<file path="config.mk">
export PLATFORM = sky130hd
export DESIGN_NAME = ctrl_bus_arbiter
export DESIGN_NICKNAME = d
export VERILOG_FILES = /design/src/rtl/ctrl_bus_pkg.sv /design/src/rtl/ctrl_bus_arbiter_rr_pick.sv /design/src/rtl/ctrl_bus_arbiter.sv
export SDC_FILE = /design/constraint.sdc
export NUM_CORES = 1
export LEC_CHECK = 0
export BUFFER_PORTS_ARGS = -buffer_cell sky130_fd_sc_hd__buf_2
export CORE_MARGIN = 2
export CORE_UTILIZATION = 41
export DETAILED_ROUTE_END_ITERATION = 7
export GPL_TIMING_DRIVEN = 0
export PLACE_DENSITY = 0.8
export SLEW_MARGIN = 30
export SYNTH_ARGS = -nofsm -noshare
export SYNTH_HDL_FRONTEND = slang
export SYNTH_SLANG_ARGS = --single-unit
</file>
<file path="constraint.sdc">
create_clock -name clk -period 2.7 [get_ports clk]
set_input_delay 0.135 -clock clk [delete_from_list [all_inputs] [get_ports clk]]
set_output_delay 0.135 -clock clk [all_outputs]
set_load 0.1 [all_outputs]
</file>
<file path="src/rtl/ctrl_bus_pkg.sv">
// Shared types and defaults for the control-bus arbiter.
// Holds widths, the FSM state encoding and the grant timeout default.
package ctrl_bus_pkg;

  localparam int N_REQ       = 4;
  localparam int CB_W        = 17;
  localparam int TIMEOUT_DEF = 255;
  localparam int CNT_W       = 8;

  typedef enum logic [1:0] {
    IDLE    = 2'b00,
    GRANT   = 2'b01,
    RELEASE = 2'b10
  } state_e;

endpackage

</file>
<file path="src/rtl/ctrl_bus_arbiter_rr_pick.sv">
// Round-robin priority encoder: first set req bit at or above ptr, mod 4.
// Ports: req, ptr in; winner index and valid out (combinational).
module rr_pick
  import ctrl_bus_pkg::*;
(
  input  logic [N_REQ-1:0] req,
  input  logic [1:0]       ptr,
  output logic [1:0]       winner,
  output logic             valid
);

  logic [1:0] idx;

  // Scan offsets high to low so the smallest offset from ptr wins last.
  always_comb begin
    winner = 2'd0;
    valid  = 1'b0;
    idx    = 2'd0;
    for (int k = N_REQ - 1; k >= 0; k--) begin
      idx = ptr + 2'(k);
      if (req[idx]) begin
        winner = idx;
        valid  = 1'b1;
      end
    end
  end

endmodule

</file>
<file path="src/rtl/ctrl_bus_arbiter.sv">
// Four-way round-robin control-bus arbiter with grant timeout.
// Ports: clk, reset, req, done, cbus_in, clr_err in; gnt, owner, busy,
// cbus_out, timeout_err out.
module ctrl_bus_arbiter #(
  parameter int N_REQ   = ctrl_bus_pkg::N_REQ,
  parameter int CB_W    = ctrl_bus_pkg::CB_W,
  parameter int TIMEOUT = ctrl_bus_pkg::TIMEOUT_DEF
) (
  input  logic                    clk,
  input  logic                    reset,
  input  logic [N_REQ-1:0]        req,
  input  logic [N_REQ-1:0]        done,
  input  logic [N_REQ*CB_W-1:0]   cbus_in,
  input  logic                    clr_err,
  output logic [N_REQ-1:0]        gnt,
  output logic [1:0]              owner,
  output logic                    busy,
  output logic [CB_W-1:0]         cbus_out,
  output logic                    timeout_err
);

  import ctrl_bus_pkg::*;

  localparam logic [CNT_W-1:0] TO_LAST = CNT_W'(TIMEOUT - 1);

  state_e             state_q, state_d;
  logic [N_REQ-1:0]   gnt_q, gnt_d;
  logic [1:0]         owner_q, owner_d;
  logic [1:0]         ptr_q, ptr_d;
  logic [CNT_W-1:0]   cnt_q, cnt_d;
  logic               err_q, err_d;
  logic               err_set;
  logic               rel;
  logic [1:0]         pick_winner;
  logic               pick_valid;

  rr_pick u_pick (
    .req    (req),
    .ptr    (ptr_q),
    .winner (pick_winner),
    .valid  (pick_valid)
  );

  // Only the owner's done/req can end a grant.
  assign rel = done[owner_q] | ~req[owner_q];

  always_comb begin
    state_d = state_q;
    gnt_d   = gnt_q;
    owner_d = owner_q;
    ptr_d   = ptr_q;
    cnt_d   = cnt_q;
    err_set = 1'b0;
    unique case (state_q)
      IDLE: begin
        if (pick_valid) begin
          state_d              = GRANT;
          gnt_d                = '0;
          gnt_d[pick_winner]   = 1'b1;
          owner_d              = pick_winner;
          ptr_d                = pick_winner + 2'd1;
          cnt_d                = '0;
        end
      end
      GRANT: begin
        if (rel) begin
          state_d = RELEASE;
          gnt_d   = '0;
        end else if (cnt_q == TO_LAST) begin
          state_d = RELEASE;
          gnt_d   = '0;
          err_set = 1'b1;
        end else begin
          cnt_d = cnt_q + CNT_W'(1);
        end
      end
      RELEASE: begin
        state_d = IDLE;
      end
      default: begin
        state_d = IDLE;
        gnt_d   = '0;
      end
    endcase
    // A new timeout outranks a simultaneous clear.
    if (err_set)      err_d = 1'b1;
    else if (clr_err) err_d = 1'b0;
    else              err_d = err_q;
  end

  always_ff @(posedge clk) begin
    if (reset) begin
      state_q <= IDLE;
      gnt_q   <= '0;
      owner_q <= 2'd0;
      ptr_q   <= 2'd0;
      cnt_q   <= '0;
      err_q   <= 1'b0;
    end else begin
      state_q <= state_d;
      gnt_q   <= gnt_d;
      owner_q <= owner_d;
      ptr_q   <= ptr_d;
      cnt_q   <= cnt_d;
      err_q   <= err_d;
    end
  end

  assign gnt         = gnt_q;
  assign owner       = owner_q;
  assign busy        = (state_q != IDLE);
  assign timeout_err = err_q;
  assign cbus_out    = (state_q == GRANT)
                     ? cbus_in[owner_q*CB_W +: CB_W]
                     : '0;

endmodule

</file>
==> flow_summary_export.csv, run 1 <==
group,metric,value,unit
status,outcome,"finished clean",
placed_design,dpl_worst_slack,536,ps
logic_synthesis,netlist.area_leader.share,25.7,%
global_routing,grt_pass1_wl,7.12,mm
cells_and_area,fin_util,63.7,%
clock_network,clock-root-buffer,"clkbuf_4",
cells_and_area,drive_gt1_share,56.8,%
timing,setup_viol,0,
clock_network,max-clock-path-buffers,2,
logic_synthesis,yosys.area.top_type,"mux4_2",
logic_synthesis,syn_area,0.00149,mm^2
placed_design,port_buffers,102,
logic_synthesis,synth_top_cells_by_area,"mux4_2, dfxtp_1, nor2b_1",
clock_network,cts.sinks,19,
worst_setup_path,arrival,2300,ps
clock_network,post_cts_buffers,0,
global_routing,track_usage,21.5,%
logic_synthesis,synth_nets,239,
die,die_h,64.3,um
detailed_routing,finalWirelength,4.54,mm
timing,tightest_slew,832,ps
clock_network,cts_tree,"built",
placed_design,dpl.hpwl,3.70,mm
die,rows,21,
cells_and_area,diodes,0,
placed_design,routabilityCongestion,0.827,
logic_synthesis,synth_cell_types,40,
timing,clock_skew,5.39,ps
clock_network,clk_pin_slew,110,ps
logic_synthesis,syn_avg_cell_area,9.44,um^2
min_path,hold_path.class,"in -> reg",
cells_and_area,area_growth,45.9,%
timing,hold_viol_final,0,
clock_network,cts-resized-gates,0,
timing,setup_tns,0,ps
placed_design,post_dp_cell_area,0.00215,mm^2
timing,slew_violations,0,
worst_setup_path,endpoint_kind,"output port",
global_routing,grt_max_degree,11,
die,pin_count,104,
pwr,p_leak,1.01,nW
timing,timing.fmax,411,MHz
worst_setup_path,worst_setup_path_start_kind,"register",
detailed_routing,vias_per_cell,5.40,
cells_and_area,fin_nets,346,
detailed_routing,drtIter0Drc,64,
timing,rsz0062_at_grt,"false",
logic_synthesis,synth_edf_count,0,
clock_network,numCtsBuffers,3,
worst_setup_path,required,2570,ps
global_routing,antenna_found_initial,0,
logic_synthesis,synthTopCellsByCount,"dfxtp_1, nor2b_1, mux4_2",
detailed_routing,drc,0,
logic_synthesis,synthCells,158,
clock_network,htreeDepth,1,
cells_and_area,final_area,0.00218,mm^2
detailed_routing,antenna_left,0,
global_routing,first_global_vias,1611,
logic_synthesis,synthFlopType,"dfxtp_1",
logic_synthesis,ys_seq_area_share,25.5,%
worst_setup_path,path_class,"reg -> out",
clock_network,holdBufCountCts,0,
clock_network,clk-insertion-delay-late,290,ps
die,core_area,0.00342,mm^2
pwr,power.density,584,mW/mm^2
global_routing,grt-ovfl-total,0,
timing,slew_headroom,44.1,%
worst_setup_path,path_max_fanout,10,
detailed_routing,firstDrtPassIters,4,
detailed_routing,num_vias,1673,
job,maxCapViolations,0,
die,die_x,64.3,um
timing,worst_slack,265,ps
logic_synthesis,async_flop_share,0,%
die,die_area,0.00414,mm^2
timing,post-route-period-util,90.2,%
logic_synthesis,yosysWarningCount,0,
timing,period_needed,2430,ps
pwr,finalPower,1.27,mW
pwr,vdd_ir_drop_max,0.000404,V
logic_synthesis,ys_seq_elements,19,
die,start_util,43.7,%
detailed_routing,post_drt_wl_per_cell,14.7,um
per-layer routing:
metal,global-route usage [%],up-vias,share of wire [%]
met1,24.1,788,38
met5,0,-,0
met3,4.58,8,8.2
met4,5.05,0,1.3
met2,41.0,67,52
li1,-,810,-
where the power goes:
group	leakage, nW	internal, mW	switching [mW]
sequential	0.155	0.303	0.0204
clock	0.0150	0.0574	0.0833
combinational	0.835	0.251	0.554
total	1.01	0.612	0.658
logic make-up after synthesis:
logic type      Yosys count  synth area share (%)
simple gates             68                  25.3
compound gates           34                  16.0
flops                    19                  25.5
mux                      18                  26.3
buf+inv                  16                  4.53
fa+ha+maj                 2                  1.68
xor+xnor                  1                 0.587
registers in the layout (all words and copies together), names as in the netlist:
signal and cells:
gnt 4, owner 2, state_q 2, ptr_q 2, cnt_q 8, timeout_err 1
cell type report:
class	instances	area [um^2]
inverter	5	18.8
multi-input combinational	123	1130
fill	297	1240
tap	46	57.6
buffer	11	50.0
timing repair buffer	102	510
sequential	19	380
clock buffer	4	26.3
cells in the final DEF (no fill, tap or decap), drive strengths merged, types with 3 or more instances in the layout:
| cell type | count |
|---|---|
| dfxtp | 19 |
| nand2 | 10 |
| inv | 5 |
| o31ai | 4 |
| nor4 | 3 |
| buf | 108 |
| nand2b | 3 |
| nor2b | 19 |
| nor2 | 9 |
| nor3 | 7 |
| mux4 | 17 |
| nand3 | 4 |
| a21oi | 10 |
| or4 | 3 |
| clkbuf | 9 |
| a21o | 4 |
through the flow:
step                      hold WS (ps)  std cells
after floorplan                    348        158
after global placement             436        306
after detailed placement           440        306
after CTS                          130        310
after global routing               154        310
final                              137        310
critical path, cell delays in order, from the launching register on:
cell and delay [ps]:
dfxtp_1 390, buf_2 260, buf_1 470, mux4_2 320, nor2b_4 140, buf_2 430
path summary, 6_finish.rpt:
kind                      startpoint                       end  slack, ps  cells after the start
max            owner[1]$_SDFFE_PP0P_              cbus_out[12]        270                      5
min                          clr_err  timeout_err$_SDFFE_PP0P_        140                      4
max reg2reg  state_q[1]$_SDFFE_PP0P_     cnt_q[6]$_SDFFE_PP0P_        540                      7
min reg2reg      gnt[0]$_SDFFE_PP0P_       gnt[0]$_SDFFE_PP0P_        460                      1
Power figures use the tool's default switching activity.
==> run 2, diff against run 1 <==
==> constraint.sdc (replaced) <==
create_clock -name clk -period 2.7 [get_ports clk]
set_input_delay 0.405 -clock clk [delete_from_list [all_inputs] [get_ports clk]]
set_output_delay 0.405 -clock clk [all_outputs]
set_load 0.1 [all_outputs]
==> flow_summary_export.csv, run 2 (same netlist as run 1, synthesis figures left out) <==
group,metric,value,unit
status,outcome,"finished clean",
die,core_area,0.00342,mm^2
worst_setup_path,cp_slowest_cell,"buf_2",
worst_setup_path,path_max_fanout,10,
global_routing,track_usage,22.4,%
worst_setup_path,r2r_end,"cnt_q[5]$_SDFFE_PP0P_",
detailed_routing,drc,0,
detailed_routing,firstDrtPassIters,4,
die,rows,21,
min_path,hold_path.class,"in -> reg",
cells_and_area,regMostFlops,"cnt_q",
worst_setup_path,slowest_delay,540,ps
worst_setup_path,r2r_cells,6,
timing,slew_violations,0,
pwr,p_leak,1.01,nW
clock_network,clock-root-buffer,"clkbuf_4",
pwr,finalPower,1.28,mW
timing,clock_skew,1.08,ps
cells_and_area,final_cell_mix,"buf_2, mux4_2, dfxtp_1, a21oi_1, nand2_1",
worst_setup_path,rrSetupSlack,470,ps
timing,hold_viol_final,0,
pwr,pwr-share-seq,25.4,%
pwr,power.clock.fraction,11.8,%
detailed_routing,drtIter0Drc,34,
timing,slew_headroom,46.2,%
detailed_routing,post_drt_wl_per_cell,14.8,um
timing,post-route-period-util,96.9,%
die,die_h,64.3,um
timing,rsz0062_at_grt,"false",
placed_design,routabilityCongestion,0.807,
placed_design,port_buffers,102,
pwr,switchingPower,0.672,mW
detailed_routing,antenna_left,0,
cells_and_area,largest_register_ffs,8,
worst_setup_path,worst_setup_path_start_kind,"register",
placed_design,dpl.hpwl,3.74,mm
die,die_x,64.3,um
cells_and_area,layout_commonest_cell,"buf_2",
timing,period_needed,2620,ps
worst_setup_path,crit_top_cell,"buf_2",
cells_and_area,drive_gt1_share,58.2,%
worst_setup_path,r2r-start,"state_q[1]$_SDFFE_PP0P_",
timing,tightest_slew,801,ps
worst_setup_path,cp_cell_sequence,"nand2b_1, clkbuf_1, buf_2, nor2b_4, buf_2",
min_path,min_from,"clr_err",
cells_and_area,final_area,0.00218,mm^2
worst_setup_path,path_class,"reg -> out",
clock_network,cts.sinks,19,
global_routing,antenna_found_initial,0,
timing,timing.fmax,382,MHz
detailed_routing,num_vias,1674,
worst_setup_path,required,2300,ps
timing,hold_slack,384,ps
die,start_util,43.7,%
detailed_routing,wl_met3,338,um
global_routing,grt_pass1_wl,7.32,mm
clock_network,clk_pin_slew,110,ps
cells_and_area,fin_nets,345,
worst_setup_path,endpoint_kind,"output port",
detailed_routing,finalWirelength,4.57,mm
global_routing,first_global_vias,1637,
timing,setup_tns,0,ps
detailed_routing,vias_per_cell,5.42,
min_path,min_to,"timeout_err$_SDFFE_PP0P_",
detailed_routing,met1_length,1.79,mm
cells_and_area,diodes,0,
clock_network,htreeDepth,1,
pwr,switching_share,52.4,%
pwr,vdd_ir_drop_max,0.000309,V
pwr,internal_power,0.611,mW
detailed_routing,highest_layer,"met4",
cells_and_area,fin_util,63.8,%
clock_network,max-clock-path-buffers,2,
cells_and_area,area_growth,46.2,%
worst_setup_path,arrival,2210,ps
clock_network,clk-insertion-delay-late,310,ps
clock_network,numCtsBuffers,3,
global_routing,grt-ovfl-total,0,
job,maxCapViolations,0,
detailed_routing,wl_met2,2.32,mm
pwr,power.density,589,mW/mm^2
die,pin_count,104,
timing,setup_viol,0,
min_path,hold_depth,4,
global_routing,grt_max_degree,12,
clock_network,cts_tree,"built",
pwr,p_comb_share,62.8,%
placed_design,post_dp_cell_area,0.00216,mm^2
clock_network,holdBufCountCts,0,
die,die_area,0.00414,mm^2
==> run 2: power groups by stage <==
stage | Clock [mW] | Sequential [mW] | Combinational (mW)
after floorplan | 0 | 0.406 | 0.583
after global placement | 0 | 0.331 | 0.795
after detailed placement | 0 | 0.332 | 0.810
after CTS | 0.154 | 0.326 | 0.811
after global routing | 0.165 | 0.330 | 0.850
final | 0.151 | 0.326 | 0.807
==> run 2: routing by layer <==
layer / vias to the layer above / global-route usage, %
met3: 17 / 3.52
met4: 0 / 9.31
met1: 768 / 24.7
li1: 811 / -
met5: - / 0
met2: 78 / 42.1
==> run 2: what timing repair did <==
item / 4_1_cts / 5_1_grt
endpoints found under the setup margin: 0 / 9
gates resized for setup: 0 / 2
setup buffers: 0 / 0
==> run 2: critical path: cells and delay by family, from the launching register on <==
| kind | cells | cell delay [ps] |
|---|---|---|
| flip-flops | 1 | 350 |
| AND/OR/NAND/NOR | 2 | 180 |
| buffers and inverters | 3 | 1360 |
==> run 2: how the worst max path moves through the flow <==
stage               depth (start not counted)                     from            to  slack, ps
floorplan                                   4    owner[1]$_SDFFE_PP0P_  cbus_out[10]        220
global placement                            5  state_q[1]$_SDFFE_PP0P_   cbus_out[9]        140
detailed placement                          5    owner[1]$_SDFFE_PP0P_   cbus_out[8]        360
CTS                                         5    owner[1]$_SDFFE_PP0P_   cbus_out[8]         10
global route                                5  state_q[1]$_SDFFE_PP0P_   cbus_out[8]          8
finish                                      5  state_q[1]$_SDFFE_PP0P_  cbus_out[13]         80
==> run 2: layout make-up <==
class / instances / area [um^2]
plain buffers: 10 / 46.3
clock buffers: 3 / 22.5
clock inverters: 1 / 5.00
fillers: 296 / 1230
inverters: 5 / 18.8
multi-input cells: 123 / 1140
flip-flops and latches: 19 / 383
well taps: 46 / 57.6
repair buffers: 102 / 510
==> run 2: per-stage QoR <==
stage                     cells  setup slack, ps
after global placement      306              144
after detailed placement    306              365
final                       309             83.1
after floorplan             158              220
after global routing        309             8.06
after CTS                   310             10.8
==> run 3, diff against run 2 <==
--- a/config.mk
+++ b/config.mk
@@ -5,12 +5,12 @@
 export SDC_FILE = /design/constraint.sdc
 export NUM_CORES = 1
 export LEC_CHECK = 0
-export BUFFER_PORTS_ARGS = -buffer_cell sky130_fd_sc_hd__buf_2
 export CORE_MARGIN = 2
-export CORE_UTILIZATION = 41
+export CORE_UTILIZATION = 50
 export DETAILED_ROUTE_END_ITERATION = 7
+export DONT_BUFFER_PORTS = 1
 export GPL_TIMING_DRIVEN = 0
-export PLACE_DENSITY = 0.8
+export SETUP_SLACK_MARGIN = 0.1
 export SLEW_MARGIN = 30
 export SYNTH_ARGS = -nofsm -noshare
 export SYNTH_HDL_FRONTEND = slang
==> flow_summary_export.csv, run 3 (same netlist as run 1, synthesis figures left out) <==
group,metric,value,unit
worst_setup_path,path_class,"reg -> out",
status,outcome,"complete, but fails checks",
cells_and_area,drive_gt1_share,32.9,%
cells_and_area,regMostFlops,"cnt_q",
clock_network,numCtsBuffers,3,
cells_and_area,final_area,0.00171,mm^2
placed_design,post_dp_cell_area,0.00167,mm^2
cells_and_area,fillers,248,
pwr,power.density,707,mW/mm^2
pwr,vdd_ir_drop_max,0.000379,V
clock_network,max-clock-path-buffers,2,
timing,hold_slack,314,ps
worst_setup_path,endpoint_kind,"output port",
cells_and_area,final_cell_mix,"mux4_2, nor2b_4, dfxtp_1, a21oi_1, nand2_1",
cells_and_area,fin_nets,243,
clock_network,clk-insertion-delay-late,290,ps
timing,post-route-period-util,92.2,%
timing,tightest_slew,971,ps
worst_setup_path,worst_setup_path_start_kind,"register",
timing,clock_skew,5.45,ps
pwr,finalPower,1.21,mW
detailed_routing,post_drt_wl_per_cell,19.2,um
clock_network,cts.sinks,19,
timing,hold_viol_final,0,
cells_and_area,largest_register_ffs,8,
timing,slew_violations,0,
global_routing,antenna_found_initial,0,
timing,period_needed,2490,ps
detailed_routing,highest_layer,"met4",
timing,timing.fmax,402,MHz
clock_network,htreeDepth,1,
timing,setup_tns,0,ps
worst_setup_path,r2r_cells,6,
detailed_routing,firstDrtPassIters,6,
status,violations,"design-rule violations",
min_path,hold_depth,3,
timing,setup_viol,0,
die,die_x,58.6,um
die,core_area,0.00281,mm^2
detailed_routing,drc,10,
worst_setup_path,r2r_end,"cnt_q[6]$_SDFFE_PP0P_",
global_routing,grt_pass1_wl,5.58,mm
cells_and_area,register_area,388,um^2
pwr,p_leak,0.617,nW
min_path,min_to,"timeout_err$_SDFFE_PP0P_",
cells_and_area,multiInputGateArea,0.00118,mm^2
die,die_h,58.6,um
worst_setup_path,required,2300,ps
clock_network,clk_pin_slew,110,ps
cells_and_area,diodes,0,
detailed_routing,finalWirelength,3.68,mm
die,die_area,0.00344,mm^2
detailed_routing,drtIter0Drc,64,
min_path,min_from,"clr_err",
die,rows,19,
placed_design,dpl.hpwl,3.04,mm
worst_setup_path,path_max_fanout,10,
clock_network,clock-root-buffer,"clkbuf_4",
cells_and_area,area_growth,14.8,%
detailed_routing,vias_per_cell,6.69,
placed_design,routabilityCongestion,0.804,
job,maxCapViolations,0,
detailed_routing,num_vias,1284,
placed_design,port_buffers,0,
clock_network,cts_tree,"built",
worst_setup_path,r2r-start,"owner[1]$_SDFFE_PP0P_",
timing,rsz0062_at_grt,"false",
clock_network,post_cts_buffers,0,
min_path,hold_path.class,"in -> reg",
detailed_routing,antenna_left,0,
die,pin_count,104,
worst_setup_path,arrival,2080,ps
worst_setup_path,rrSetupSlack,470,ps
global_routing,track_usage,20.9,%
detailed_routing,wl_met3,359,um
timing,slew_headroom,35.2,%
detailed_routing,met1_length,1.29,mm
global_routing,grt-ovfl-total,0,
cells_and_area,fin_util,61.0,%
global_routing,first_global_vias,1252,
die,start_util,53.2,%
global_routing,grt_max_degree,12,
detailed_routing,wl_met2,1.98,mm
[run 3: area by class of cell]
| cell class | instances | share of cell area (%) |
|---|---|---|
| multi-input combinational | 123 | 68.8 |
| clock inverter | 1 | 0.292 |
| sequential | 19 | 22.7 |
| tap | 31 | 2.27 |
| buffer | 10 | 3.58 |
| clock buffer | 3 | 1.32 |
| inverter | 5 | 1.10 |
[run 3: worst max-delay path by stage]
stage | to | slack, ps | from
6_report | cbus_out[9] | 210 | owner[0]$_SDFFE_PP0P_
5_1_grt | cbus_out[9] | 130 | owner[0]$_SDFFE_PP0P_
4_1_cts | cbus_out[9] | 120 | owner[1]$_SDFFE_PP0P_
3_5_place_dp | cbus_out[9] | -20 | owner[1]$_SDFFE_PP0P_
3_3_place_gp | cnt_q[4]$_SDFFE_PP0P_ | -30 | owner[0]$_SDFFE_PP0P_
2_1_floorplan | cbus_out[10] | 220 | owner[1]$_SDFFE_PP0P_
[run 3: report_power, final]
group          leakage (nW)  internal (mW)  total [mW]  switching [mW]
Combinational         0.443          0.205       0.659           0.454
Sequential            0.156          0.304       0.406           0.102
Clock                0.0177         0.0551       0.145          0.0895
Total                 0.617          0.565        1.21           0.645
[run 3: worst max-delay path, cell delays in order (launching register included)]
cell and delay, ps:
dfxtp_4 580, buf_6 230, buf_6 190, mux4_2 240, nor2b_4 550
[run 3: timing repair]
action	4_1_cts	5_1_grt
endpoints found under the setup margin	9	9
hold buffers	0	0
gates resized for setup	7	2
[run 3: metal layers]
layer	track usage (%)	vias to the layer above
li1	-	612
met1	23.1	598
met2	40.0	70
met3	2.86	4
met4	8.12	0
met5	0	-
[run 3: per-stage QoR]
step                setup WS [ps]  instances
floorplan                     220        158
global placement            -29.6        189
detailed placement          -16.4        189
CTS                           119        193
global route                  128        192
finish                        211        192
